[src/rtl/multicycle_ctrl_v2.sv]
// rtl/multicycle_ctrl_v2.sv - multicycle RV32I-subset control FSM with wait states and instret
// Optional trap state enabled by defining CTRL_TRAP_EN.
module multicycle_ctrl_v2 #(
    parameter int              OP_W   = 7,
    parameter int              CNT_W  = 32,
    parameter logic [OP_W-1:0] OPC_R  = 7'b0110011,
    parameter logic [OP_W-1:0] OPC_I  = 7'b0010011,
    parameter logic [OP_W-1:0] OPC_LW = 7'b0000011,
    parameter logic [OP_W-1:0] OPC_SW = 7'b0100011,
    parameter logic [OP_W-1:0] OPC_BR = 7'b1100011
) (
    input  logic             clk,
    input  logic             rst,
    input  logic [OP_W-1:0]  Op,
    input  logic             mem_ready,
    output logic [3:0]       state,
    output logic             RegDst,
    output logic             PCWriteCond,
    output logic             PCWrite,
    output logic             IorD,
    output logic             MemRead,
    output logic             MemWrite,
    output logic             MemtoReg,
    output logic             IRwrite,
    output logic             PCSource,
    output logic             ALUSrcA,
    output logic             RegWrite,
    output logic [1:0]       ALUOp,
    output logic [1:0]       ALUSrcB,
    output logic             retire,
    output logic [CNT_W-1:0] instret,
    output logic             illegal
);

    typedef enum logic [3:0] {
        S_FETCH     = 4'd0,
        S_DECODE    = 4'd1,
        S_MEM_ADDR  = 4'd2,
        S_MEM_READ  = 4'd3,
        S_MEM_WB    = 4'd4,
        S_MEM_WRITE = 4'd5,
        S_EXECUTE   = 4'd6,
        S_ALU_WB    = 4'd7,
        S_BRANCH    = 4'd8,
        S_EXEC_IMM  = 4'd9,
        S_TRAP      = 4'd11
    } state_t;

    state_t cur, nxt;

    assign state = cur;

    always_ff @(posedge clk) begin
        if (rst) begin
            cur <= S_FETCH;
        end else begin
            cur <= nxt;
        end
    end

    always_ff @(posedge clk) begin
        if (rst) begin
            instret <= '0;
        end else if (retire) begin
            instret <= instret + CNT_W'(1);
        end
    end

    always_comb begin
        nxt         = S_FETCH;
        RegDst      = 1'b0;
        PCWriteCond = 1'b0;
        PCWrite     = 1'b0;
        IorD        = 1'b0;
        MemRead     = 1'b0;
        MemWrite    = 1'b0;
        MemtoReg    = 1'b0;
        IRwrite     = 1'b0;
        PCSource    = 1'b0;
        ALUSrcA     = 1'b0;
        RegWrite    = 1'b0;
        ALUOp       = 2'b00;
        ALUSrcB     = 2'b00;
        retire      = 1'b0;
        illegal     = 1'b0;

        case (cur)
            S_FETCH: begin
                MemRead = 1'b1;
                ALUSrcB = 2'b01;
                IRwrite = mem_ready;
                PCWrite = mem_ready;
                nxt     = mem_ready ? S_DECODE : S_FETCH;
            end
            S_DECODE: begin
                ALUSrcB = 2'b11;
                if (Op == OPC_R) begin
                    nxt = S_EXECUTE;
                end else if (Op == OPC_I) begin
                    nxt = S_EXEC_IMM;
                end else if (Op == OPC_LW || Op == OPC_SW) begin
                    nxt = S_MEM_ADDR;
                end else if (Op == OPC_BR) begin
                    nxt = S_BRANCH;
                end else begin
                    illegal = 1'b1;
`ifdef CTRL_TRAP_EN
                    nxt = S_TRAP;
`else
                    nxt = S_FETCH;
`endif
                end
            end
            S_MEM_ADDR: begin
                ALUSrcA = 1'b1;
                ALUSrcB = 2'b10;
                // Op re-checked here; anything other than LW/SW abandons the access
                if (Op == OPC_LW) begin
                    nxt = S_MEM_READ;
                end else if (Op == OPC_SW) begin
                    nxt = S_MEM_WRITE;
                end else begin
                    nxt = S_FETCH;
                end
            end
            S_MEM_READ: begin
                MemRead = 1'b1;
                IorD    = 1'b1;
                nxt     = mem_ready ? S_MEM_WB : S_MEM_READ;
            end
            S_MEM_WB: begin
                RegWrite = 1'b1;
                MemtoReg = 1'b1;
                retire   = 1'b1;
                nxt      = S_FETCH;
            end
            S_MEM_WRITE: begin
                MemWrite = 1'b1;
                IorD     = 1'b1;
                retire   = mem_ready;
                nxt      = mem_ready ? S_FETCH : S_MEM_WRITE;
            end
            S_EXECUTE: begin
                ALUSrcA = 1'b1;
                ALUOp   = 2'b10;
                nxt     = S_ALU_WB;
            end
            S_ALU_WB: begin
                RegWrite = 1'b1;
                RegDst   = 1'b1;
                retire   = 1'b1;
                nxt      = S_FETCH;
            end
            S_BRANCH: begin
                ALUSrcA     = 1'b1;
                ALUOp       = 2'b01;
                PCWriteCond = 1'b1;
                PCSource    = 1'b1;
                retire      = 1'b1;
                nxt         = S_FETCH;
            end
            S_EXEC_IMM: begin
                ALUSrcA = 1'b1;
                ALUSrcB = 2'b10;
                ALUOp   = 2'b11;
                nxt     = S_ALU_WB;
            end
`ifdef CTRL_TRAP_EN
            S_TRAP: begin
                illegal = 1'b1;
                nxt     = S_TRAP;
            end
`endif
            default: begin
                nxt = S_FETCH;
            end
        endcase

        // Reset forces every output quiet, including an in-flight retire
        if (rst) begin
            RegDst      = 1'b0;
            PCWriteCond = 1'b0;
            PCWrite     = 1'b0;
            IorD        = 1'b0;
            MemRead     = 1'b0;
            MemWrite    = 1'b0;
            MemtoReg    = 1'b0;
            IRwrite     = 1'b0;
            PCSource    = 1'b0;
            ALUSrcA     = 1'b0;
            RegWrite    = 1'b0;
            ALUOp       = 2'b00;
            ALUSrcB     = 2'b00;
            retire      = 1'b0;
            illegal     = 1'b0;
        end
    end

endmodule

[config.mk]
export PLATFORM = sky130hd
export DESIGN_NAME = multicycle_ctrl_v2
export DESIGN_NICKNAME = d
export VERILOG_FILES = /design/src/rtl/multicycle_ctrl_v2.sv
export SDC_FILE = /design/constraint.sdc
export NUM_CORES = 1
export LEC_CHECK = 0
export BUFFER_PORTS_ARGS = -buffer_cell sky130_fd_sc_hd__buf_4
export CORE_MARGIN = 4
export CORE_UTILIZATION = 51
export CTS_CLUSTER_SIZE = 8
export DETAILED_ROUTE_END_ITERATION = 8
export GPL_TIMING_DRIVEN = 0
export HOLD_SLACK_MARGIN = 0.1
export MAX_ROUTING_LAYER = met4
export PLACE_DENSITY_LB_ADDON = 0.08
export SYNTH_ARGS = -nofsm -noshare
export SYNTH_HDL_FRONTEND = slang
export SYNTH_SLANG_ARGS = --single-unit
[constraint.sdc]
create_clock -name clk -period 2.7 [get_ports clk]
set_clock_uncertainty 0.2 [all_clocks]
set_input_delay 0.54 -clock clk [delete_from_list [all_inputs] [get_ports clk]]
set_output_delay 0.54 -clock clk [all_outputs]
set_load 0.005 [all_outputs]
==> impl_metrics.yaml <==
sta:
  slew_viol_final: 0
  period_minus_slack_ns: 2.58
  finalCritPeriodShare_pct: 95.7
  rsz0062_at_grt: "no"
  fin_tns_setup_ns: 0
  max_clock_freq_mhz: 387
  setup_viol: 0
  finalHoldViolCount: 0
  worst_pin_slew_ns: 0.728
  relSlewSlack_pct: 51.0
clock_network:
  root_buffer: "clkbuf_8"
  clk-insertion-delay-late_ns: 0.30
  cts_buffer_depth: 2
  clk_pin_slew_ns: 0.08
  cts_sinks: 36
  htreeDepth: 2
  ctsHoldBuffers: 0
  cts_made_buffers: 5
  cts_tree: "yes"
global_route:
  grt_max_degree: 12
  grt_usage_pct: 22.6
  antenna_found_initial: 0
  grt_pass1_vias: 2009
  grt_overflow: 0
  grt_pass1_wl_um: 9240
synthesis:
  synth.avg_cell_area_um2: 8.21
  syn_inst: 251
  synth.distinct_cells: 40
  synth_flop_cell: "dfxtp_1"
  synth-seq-area-share_pct: 35.0
  syn-num-nets: 262
  synthArstFlopShare_pct: 0
  syn_area_mm2: 0.00206
  synth_edf_count: 0
  synth_seq_cells: 36
  yosys_warnings: 0
placement:
  dp_cells: 360
  gp_congestion: 0.882
  io_buffer_count: 61
  dpl.hpwl_um: 3890
critical_path:
  end_kind: "primary output"
  crit_path_max_incr_delay_ns: 0.56
  required_ns: 1.96
  crit_arrival_ns: 1.84
  crit_fanout: 10
  crit_chain: "buf_2 > or4b_4 > o21ai_4 > buf_6 > nor2_2 > nor2_1 > buf_4"
  startpoint_type: "flip-flop"
  crit_slowest_cell: "or4b_4"
  path_class: "flip-flop to primary output"
detailed_routing:
  firstDrtPassIters: 4
  first_iter_violations: 122
  drc: 0
  wl_per_cell_um: 14.6
  drtAntennaViolNets: 0
  wl_um: 5420
  vias_per_cell: 5.58
  vias: 2072
pwr:
  p_leak_nw: 1.12
  p_per_area_mw_per_mm2: 370
  swShare_pct: 23.8
  ir_drop_uv: 239
  seqPwrFrac_pct: 53.1
  p_switching_mw: 0.239
  p_clk_share_pct: 41.1
  internal_power_mw: 0.764
  combPwrFrac_pct: 5.8
run_status:
  status: "finished clean"
floorplanning:
  rows: 22
  design.portCount: 63
  die_y_um: 71.6
  die_w_um: 71.6
  die-area_mm2: 0.00512
  core_area_mm2: 0.00377
  start_util_pct: 54.6
final_layout:
  post_route_cells_drive_above_1_share_pct: 29.4
  final_net_count: 333
  diodes: 0
  multi_input_area_mm2: 0.00124
  mostFrequentLayoutCell: "buf_4"
  area_growth_pct: 31.5
  layout_common_cells: "66 x buf_4, 41 x nor2_1, 36 x dfxtp_1"
  final-seq-area_um2: 721
  n_fill_cell: 327
  instances_no_fill: 371
worst_hold_path:
  min_path_type: "flip-flop to flip-flop"
flow_run:
  cap_violations: 0
metal layers:
layer  track usage, %  share of wire [%]  up-vias
met3             3.93                5.9        7
met4             6.89                1.4        0
met1             27.7                 44      960
met5                -                  0        -
li1                 -                  -     1042
met2             37.9                 48       63
power groups by stage:
stage	sequential, mW	combinational [mW]	clock, mW
after floorplan	0.545	0.0291	0
after global placement	0.545	0.0573	0
after detailed placement	0.545	0.0580	0
after CTS	0.533	0.0585	0.410
after global routing	0.533	0.0643	0.431
final	0.533	0.0586	0.412
path summary, 6_finish.rpt:
kind	from	endpoint	slack, ns	cells past startpoint
max	state[2]	retire	0.12	7
min	instret[31]	instret[31]	0.30	2
max reg2reg	instret[2]	instret[23]	0.38	5
min reg2reg	instret[31]	instret[31]	0.30	2
metrics by stage:
step           hold slack, ns  total power [mW]  utilization (%)  area [um2]  worst slack, ns
4_1_cts                 0.299              1.00             71.3        2690         0.000757
5_1_grt                 0.300              1.03             71.9        2710          0.00865
6_report                0.296              1.00             71.9        2710            0.116
3_3_place_gp            0.268             0.602             68.4        2580            0.187
3_5_place_dp            0.288             0.603             68.4        2580            0.174
2_1_floorplan           0.274             0.574                -        2060            0.447
final cells by class:
type / instances / share of cell area, %
Tap cell: 48 / 2.22
Timing Repair Buffer: 64 / 17.7
Sequential cell: 36 / 26.6
Inverter: 4 / 0.554
Buffer: 18 / 3.60
Clock inverter: 1 / 0.277
Multi-Input combinational cell: 193 / 45.8
Clock buffer: 7 / 3.19
cell families after synthesis:
family          Yosys count  synth area share (%)
flops                    36                  35.0
fa+ha+maj                 1                 0.607
buf+inv                  22                  4.86
compound gates           55                  18.5
simple gates            111                  30.0
xor+xnor                 26                  11.1
worst max-delay path, delay by kind of cell, from the launching register on:
| kind | cells | cell delay [ns] |
|---|---|---|
| compound gates | 1 | 0.10 |
| buf+inv | 3 | 0.44 |
| flops | 1 | 0.31 |
| simple gates | 3 | 0.71 |
registers in the layout (all words and copies together), names as in the netlist:
signal / count
state: 4
instret: 32
synthesized netlist by cell type, types with 2 or more instances:
cell type | count | share of area, %
nand3_1 | 10 | 2.4
xor2_1 | 24 | 10
nand2_1 | 10 | 1.8
nand4_1 | 2 | 0.61
xnor2_1 | 2 | 0.85
o21ai_0 | 9 | 2.2
nand2b_1 | 4 | 1.2
or2_2 | 3 | 0.91
o21ai_1 | 2 | 0.49
inv_1 | 4 | 0.73
nor2b_1 | 3 | 0.91
nor4_1 | 6 | 1.8
dfxtp_1 | 36 | 35
or3_1 | 6 | 1.8
and3_2 | 2 | 0.73
and2_1 | 3 | 0.91
a21oi_1 | 10 | 2.4
buf_2 | 8 | 1.9
nor3_1 | 8 | 1.9
and3_1 | 4 | 1.2
o211ai_1 | 11 | 4.0
a31oi_1 | 5 | 1.5
buf_4 | 2 | 0.73
clkbuf_1 | 7 | 1.3
o2111ai_1 | 12 | 5.1
nor2_1 | 42 | 7.7
nor4_4 | 2 | 2.1
o22a_1 | 2 | 0.85
what timing repair did:
action	4_1_cts	5_1_grt
endpoints found under the setup margin	1	1
pin swaps	1	0
hold endpoints to repair	0	0
resized for setup	3	3
setup buffers	1	2
No activity file was read; power rests on OpenSTA's default activity.
